<file path="src/rtl/multicycle_ctrl.sv">
// Multicycle RISC-V control FSM: fetch/decode/exec/mem/writeback sequencing with a sticky
// illegal-opcode halt. Control outputs are combinational from the current state and instr.
module multicycle_ctrl (
    input  logic        clk,
    input  logic        rst_n,
    input  logic [31:0] instr,
    input  logic        mem_ready,
    input  logic        br_taken,
    output logic        ir_write,
    output logic        pc_write,
    output logic [1:0]  pc_sel,
    output logic        mem_req,
    output logic        mem_we,
    output logic        mem_addr_sel,
    output logic [1:0]  alu_a_sel,
    output logic        alu_b_sel,
    output logic [1:0]  alu_op,
    output logic        rf_we,
    output logic [1:0]  wb_sel,
    output logic [2:0]  state,
    output logic        illegal
);

    typedef enum logic [2:0] {
        StFetch  = 3'd0,
        StDecode = 3'd1,
        StExec   = 3'd2,
        StMem    = 3'd3,
        StWb     = 3'd4,
        StHalt   = 3'd5
    } state_e;

    localparam logic [6:0] OpR      = 7'b0110011;
    localparam logic [6:0] OpImm    = 7'b0010011;
    localparam logic [6:0] OpLoad   = 7'b0000011;
    localparam logic [6:0] OpStore  = 7'b0100011;
    localparam logic [6:0] OpBranch = 7'b1100011;
    localparam logic [6:0] OpLui    = 7'b0110111;
    localparam logic [6:0] OpAuipc  = 7'b0010111;
    localparam logic [6:0] OpJal    = 7'b1101111;
    localparam logic [6:0] OpJalr   = 7'b1100111;

    state_e     state_q, state_d;
    logic       illegal_q, illegal_d;
    logic [6:0] opcode;
    logic [4:0] rd;
    logic       legal;
    logic [1:0] dec_a_sel;
    logic       dec_b_sel;
    logic [1:0] dec_alu_op;
    logic       unused_instr_bits;

    assign opcode            = instr[6:0];
    assign rd                = instr[11:7];
    assign unused_instr_bits = ^instr[31:12];
    assign legal = opcode inside {OpR, OpImm, OpLoad, OpStore, OpBranch,
                                  OpLui, OpAuipc, OpJal, OpJalr};

    // ALU operand/op selection depends only on the opcode, so it stays stable from EXEC to WB.
    always_comb begin
        dec_a_sel  = 2'd0;
        dec_b_sel  = 1'b0;
        dec_alu_op = 2'd0;
        case (opcode)
            OpR:                      dec_alu_op = 2'd1;
            OpImm: begin
                dec_b_sel  = 1'b1;
                dec_alu_op = 2'd1;
            end
            OpLoad, OpStore, OpJalr:  dec_b_sel = 1'b1;
            OpLui: begin
                dec_a_sel = 2'd2;
                dec_b_sel = 1'b1;
            end
            OpAuipc, OpJal: begin
                dec_a_sel = 2'd1;
                dec_b_sel = 1'b1;
            end
            OpBranch:                 dec_alu_op = 2'd2;
            default:                  ;
        endcase
    end

    always_comb begin
        state_d      = state_q;
        illegal_d    = illegal_q;
        ir_write     = 1'b0;
        pc_write     = 1'b0;
        pc_sel       = 2'd0;
        mem_req      = 1'b0;
        mem_we       = 1'b0;
        mem_addr_sel = 1'b0;
        alu_a_sel    = 2'd0;
        alu_b_sel    = 1'b0;
        alu_op       = 2'd0;
        rf_we        = 1'b0;
        wb_sel       = 2'd0;
        // Reset masks every control output in the same cycle, not only after the edge.
        if (rst_n) begin
            unique case (state_q)
                StFetch: begin
                    mem_req = 1'b1;
                    if (mem_ready) begin
                        ir_write = 1'b1;
                        state_d  = StDecode;
                    end
                end
                StDecode: begin
                    if (legal) begin
                        state_d = StExec;
                    end else begin
                        state_d   = StHalt;
                        illegal_d = 1'b1;
                    end
                end
                StExec: begin
                    alu_a_sel = dec_a_sel;
                    alu_b_sel = dec_b_sel;
                    alu_op    = dec_alu_op;
                    if (opcode == OpBranch) begin
                        pc_write = 1'b1;
                        pc_sel   = {1'b0, br_taken};
                        state_d  = StFetch;
                    end else if (opcode == OpLoad || opcode == OpStore) begin
                        state_d = StMem;
                    end else begin
                        state_d = StWb;
                    end
                end
                StMem: begin
                    alu_a_sel    = dec_a_sel;
                    alu_b_sel    = dec_b_sel;
                    alu_op       = dec_alu_op;
                    mem_req      = 1'b1;
                    mem_addr_sel = 1'b1;
                    mem_we       = (opcode == OpStore);
                    if (mem_ready) begin
                        if (opcode == OpStore) begin
                            pc_write = 1'b1;
                            state_d  = StFetch;
                        end else begin
                            state_d = StWb;
                        end
                    end
                end
                StWb: begin
                    alu_a_sel = dec_a_sel;
                    alu_b_sel = dec_b_sel;
                    alu_op    = dec_alu_op;
                    rf_we     = (rd != 5'd0);
                    pc_write  = 1'b1;
                    if (opcode == OpLoad) begin
                        wb_sel = 2'd1;
                    end else if (opcode == OpJal || opcode == OpJalr) begin
                        wb_sel = 2'd2;
                    end
                    if (opcode == OpJal) begin
                        pc_sel = 2'd1;
                    end else if (opcode == OpJalr) begin
                        pc_sel = 2'd2;
                    end
                    state_d = StFetch;
                end
                StHalt:  state_d = StHalt;
                default: state_d = StFetch;
            endcase
        end
    end

    always_ff @(posedge clk) begin
        if (!rst_n) begin
            state_q   <= StFetch;
            illegal_q <= 1'b0;
        end else begin
            state_q   <= state_d;
            illegal_q <= illegal_d;
        end
    end

    assign state   = state_q;
    assign illegal = illegal_q;

endmodule

</file>
<file path="config.mk">
export PLATFORM = sky130hd
export DESIGN_NAME = multicycle_ctrl
export DESIGN_NICKNAME = d
export VERILOG_FILES = /design/src/rtl/multicycle_ctrl.sv
export SDC_FILE = /design/constraint.sdc
export NUM_CORES = 1
export LEC_CHECK = 0
export ABC_AREA = 1
export CORE_MARGIN = 5
export CORE_UTILIZATION = 27
export CTS_CLUSTER_SIZE = 12
export DETAILED_ROUTE_END_ITERATION = 7
export PLACE_DENSITY_LB_ADDON = 0.1
export SLEW_MARGIN = 25
export SYNTH_ARGS = -nofsm -noshare
export SYNTH_HDL_FRONTEND = slang
export SYNTH_SLANG_ARGS = --single-unit
</file>
<file path="constraint.sdc">
create_clock -name clk -period 1.21 [get_ports clk]
set_input_delay 0.242 -clock clk [delete_from_list [all_inputs] [get_ports clk]]
set_output_delay 0.242 -clock clk [all_outputs]
set_load 0.01 [all_outputs]
</file>
### Yosys cells after proc, flatten, opt, wreduce, memory -nomap -nowiden

Cells that the tools add are included.

* flip-flop bits (word level): 4

* equality and inequality tests: 16
* muxes and demuxes: 41
* bitwise logic cells: 1
* reductions and logical operators: 12

Operator list (number)
* 2-bit two-way mux: 11
* 7-bit by 6-bit equality test with 1-bit output, second input constant: 3
* 7-bit equality test, second input constant: 3
* 1-bit two-way mux: 19
* 3-bit two-way mux: 6
* 3-bit case mux with 5 select lines: 1
* 7-bit by 5-bit equality test with 1-bit output, second input constant: 2
* 2-bit case mux with 2 select lines: 3
* 9-bit nonzero test: 1
* 7-bit by 2-bit equality test with 1-bit output, second input constant: 1
* 7-bit OR reduction: 1
* 3-bit by 2-bit equality test with 1-bit output, second input constant: 2
* 3-bit equality test, second input constant: 2
* 2-bit OR reduction: 3
* 5-bit nonzero test: 1
* 2-bit inequality test, second input constant: 2
* 2-bit AND reduction: 2
* 3-bit by 1-bit equality test with 1-bit output, second input constant: 1
* 3-bit logical NOT: 1
* 1-bit case mux with 3 select lines: 1
* 3-bit OR reduction: 1
* 1-bit logical OR: 2
* 1-bit NOT: 1

### Longest topological paths before layout

Gate-level depths: netlist of run 1.

* word-level depth: 6
* depth in mapped cells: 10

### Worst setup path before layout of run 1

No wires, ideal clock.

* path kind: register to output
* start: register state_q[2], in the netlist state[2]
* end: output pc_sel[0]
* arrival time: 1.166 ns
* data required time: 0.968 ns
* slack: -0.198 ns
* cell stages (with the launch flop): 5
* path buffers: 0
* cells stage by stage: dfxtp_1 inv_1 nor2_1 nand2_1 o32ai_1

* word-level cells in the longest chain between the ends: 3

RTL lines
* start: declaration: RTL line 43 `state_e state_q, state_d;`
* start signal: assignment: RTL line 172 `state_q <= StFetch;`
* start signal: assignment: RTL line 175 `state_q <= state_d;`
* 3-bit equality test / 3-bit by 2-bit equality test with 1-bit output (equally long branches): RTL line 100 `unique case (state_q)`
* 2-bit case mux with 2 select lines *: RTL line 100
* 2-bit two-way mux *: RTL line 99 `if (rst_n) begin`
* end: declaration: RTL line 11 `output logic [1:0] pc_sel,`

Mark *: on every way between the ends. The rest lies on a longest branch, timed or not.

### Worst setup path after layout of run 1

* start: register state_q[0], in the netlist state[0]
* end: output alu_op[1]

* word-level cells in the longest chain between the ends: 4

RTL lines
* 3-bit equality test / 3-bit by 2-bit equality test with 1-bit output (equally long branches): RTL line 100
* 3-bit OR reduction (no source line) *
* 2-bit two-way mux *: RTL line 100
* 2-bit two-way mux *: RTL line 99
* end: declaration: RTL line 17 `output logic [1:0] alu_op,`

Marks and branches as above.

==> metrics.csv, run 1 <==
stage,metric,value,unit
run_status,status,"finished, violations left",
run_status,failing checks,setup timing,
die,# IOs,55,
power_and_ir_drop,Lkg Pwr,0.690,nW
finish,area taken by flip-flops and latches,88.8,um^2
power_and_ir_drop,part of the power in combinational logic,55.1,%
worst_setup_path,critical setup path kind,reg2out,
worst_setup_path,CP startpoint,state[0],
sta,final hold violations,0,
power_and_ir_drop,total power,0.727,mW
clock_tree,clk buf depth,2,
sta,Final Skew,0.00112,ns
sta,max_slew headroom,78.9,%
min_path,Min-Delay Endpoint,illegal,
drt,Vias/cell,4.71,
worst_setup_path,"Arr. time, crit path",1.35,ns
drt,wire per inst,12.8,um
worst_setup_path,R2R Setup Slk,0.02,ns
min_path,HP Start,illegal,
synthesis,Synth Instances,109,
sta,worst slew pin tran,0.316,ns
finish,"commonest non-fill, non-tap cell in the layout",buf_4,
place,Final HPWL DP,1.82,mm
clock_tree,H-tree depth,1,
clock_tree,clk slew on worst S/H paths,0.03,ns
drt,DRC errors left,0,
power_and_ir_drop,worst vdd ir,456,uV
place,Placed Cells,196,
drt,routed wire length,2.67,mm
drt,Iter 0 DRT Violations,12,
clock_tree,CTS tree,yes,
place,GPL Wtd Cong,0.833,
sta,Final Critical Period,1.59,ns
sta,Final setup viols,17,
sta,fmax,629,MHz
synthesis,main combinational cell family by area after synthesis,simple AND/OR/NAND/NOR gates,
power_and_ir_drop,Sw Share,38.1,%
worst_setup_path,reg2reg end,state[0],
clock_tree,Clock Sinks,4,
finish,final instance area,1390,um^2
sta,RSZ-0062 raised after global routing,true,
synthesis,Mapped Nets,145,
worst_setup_path,Setup crit start kind,register,
clock_tree,CTS root buffer,clkbuf_4,
worst_setup_path,crit path capture type,output pin,
sta,Final period util,131,%
synthesis,post-synthesis xor/xnor area fraction,0,%
power_and_ir_drop,sw power,0.277,mW
finish,multi-input logic area,643,um^2
die,Die Area,3150,um^2
grt,Congestion Overflow GR,0,
grt,vias in the first global route,1051,
drt,DR vias,984,
synthesis,Synth Area in Compound Gates,14.4,%
synthesis,Adder-Cell Fraction of Synth Area,0,%
power_and_ir_drop,clock share of power,22.2,%
die,core area,2000,um^2
grt,largest net degree at the start of global routing,7,
finish,final net count,220,
worst_setup_path,FF-to-FF Start,state[2],
sta,setup_tns,-4.85,ns
clock_tree,clock latency on the worst-skew pair,0.23,ns
job,Max-cap violations,0,
synthesis,Seq cells post-synth,4,
worst_setup_path,Worst Reg-to-Reg Cells,7,
grt,first-pass GRT wire length,4.33,mm
finish,layout cells sized above 1,64.8,%
finish,"non-filler cells, final",209,
min_path,Cells on Worst Hold Path,2,
synthesis,Synth Cell Area,574,um^2
die,Chip Height,56.1,um
synthesis,simple-gate share of the synthesized area,61.2,%
synthesis,Ys Warns,0,
worst_setup_path,critical path data required time,0.97,ns
power_and_ir_drop,internal power,0.450,mW
finish,Layout area overhead,142,%
min_path,Hold Path Class,reg2reg,
worst_setup_path,critical path peak fanout,5,
clock_tree,TritonCTS Buffers,3,
power_and_ir_drop,PwrDens,524,nW/um^2
drt,DRT antenna net count,0,
finish,"Core Util, Final",69.3,%
place,area post-placement,1200,um^2
finish,Filler cells,175,
place,Buffers on Ports,34,
synthesis,multiplexer share of the synthesized area,0,%
synthesis,post-synthesis cell type count,17,
sta,Final Max Tran Viols,0,
grt,GRT Overall Usage,16.8,%
finish,most frequent cells in the layout,"buf_4 (30), nand2_1 (20), buf_2 (20)",
sta,Final WS setup,-0.379,ns
die,initial core utilization,28.7,%
grt,initial antenna violation count,0,
die,Rows,16,
synthesis,Syn Area/Cell,5.27,um^2
synthesis,"Seq/Total Area, Yosys",13.9,%
finish,ANT cells,0,
power_and_ir_drop,Reg power frac,22.7,%
die,DIE WIDTH,56.1,um
drt,DR pass1 iterations,3,
[cell usage after synthesis, drive strengths merged]
master	instances	area share (%)
a211oi	1	1.3
a21oi	7	6.1
dfxtp	4	14
inv	16	10
nand2	30	21
nand3	8	8.7
nand3b	1	1.3
nor2	27	23
nor3	8	7.0
o21ai	5	4.4
o22ai	1	1.1
o32ai	1	1.5
[critical path, stage by stage, from the launching register on]
cell and delay [ns]:
dfxtp_2 0.33, nor2_4 0.11, inv_2 0.05, nor2_4 0.14
buf_6 0.12, o21ai_4 0.08, nor2_1 0.13, buf_2 0.14
[final cells by class]
type	instances	area share [%]
tap	27	2.43
clock buffer	3	1.62
timing repair buffer	70	38.1
sequential	4	6.40
inverter	16	5.05
multi-input combinational	89	46.3
[power by group through the flow]
stage	logic [mW]	registers (mW)	clock network [mW]
floorplan	0.128	0.172	0
global placement	0.327	0.163	0
detailed placement	0.331	0.163	0
CTS	0.372	0.164	0.175
global route	0.435	0.167	0.182
finish	0.401	0.165	0.162
[routing by layer]
layer	vias to the layer above	part of all wire, %	track usage (%)
met1	452	38	15.2
met2	29	56	32.2
met4	0	1.7	10.5
li1	497	-	-
met3	6	4.7	4.87
met5	-	0	0
[cells by family after synthesis]
logic type,Yosys count
AND/OR/NAND/NOR,74
AO/OA/AOI/OAI,15
buffers and inverters,16
flip-flops,4
[sequential cells by signal (all words and copies together), names as in the netlist]
signal	count
illegal	1
state	3
[worst max-delay path by stage]
stage / cells after the start / end / slack (ns)
6_report: 7 / alu_op[1] / -0.38
5_1_grt: 7 / alu_a_sel[1] / -0.47
4_1_cts: 7 / pc_sel[1] / -0.42
3_5_place_dp: 9 / pc_write / -1.07
3_3_place_gp: 9 / pc_write / -1.02
2_1_floorplan: 8 / pc_write / -0.08
[stage by stage]
step / hold slack [ns] / worst slack [ns]
floorplan: 0.345 / -0.0814
global placement: 0.439 / -1.02
detailed placement: 0.441 / -1.07
CTS: 0.447 / -0.420
global route: 0.463 / -0.471
finish: 0.445 / -0.379
[what timing repair did]
item                                    4_1_cts  5_1_grt
gates resized for setup                     137       17
hold buffers                                  0        0
endpoints found under the setup margin       23       19
pin swaps                                    18       12
buffers inserted                              8        2
Power figures use the tool's default switching activity.
==> inputs of run 2 (changes only) <==
--- a/config.mk
+++ b/config.mk
@@ -10,6 +10,8 @@
 export CORE_UTILIZATION = 27
 export CTS_CLUSTER_SIZE = 12
 export DETAILED_ROUTE_END_ITERATION = 7
+export GPL_ROUTABILITY_DRIVEN = 0
+export HOLD_SLACK_MARGIN = 0.06
 export PLACE_DENSITY_LB_ADDON = 0.1
 export SLEW_MARGIN = 25
 export SYNTH_ARGS = -nofsm -noshare
==> results of run 2 <==
No change in the layout: final DEF, timing and power equal those of run 1.
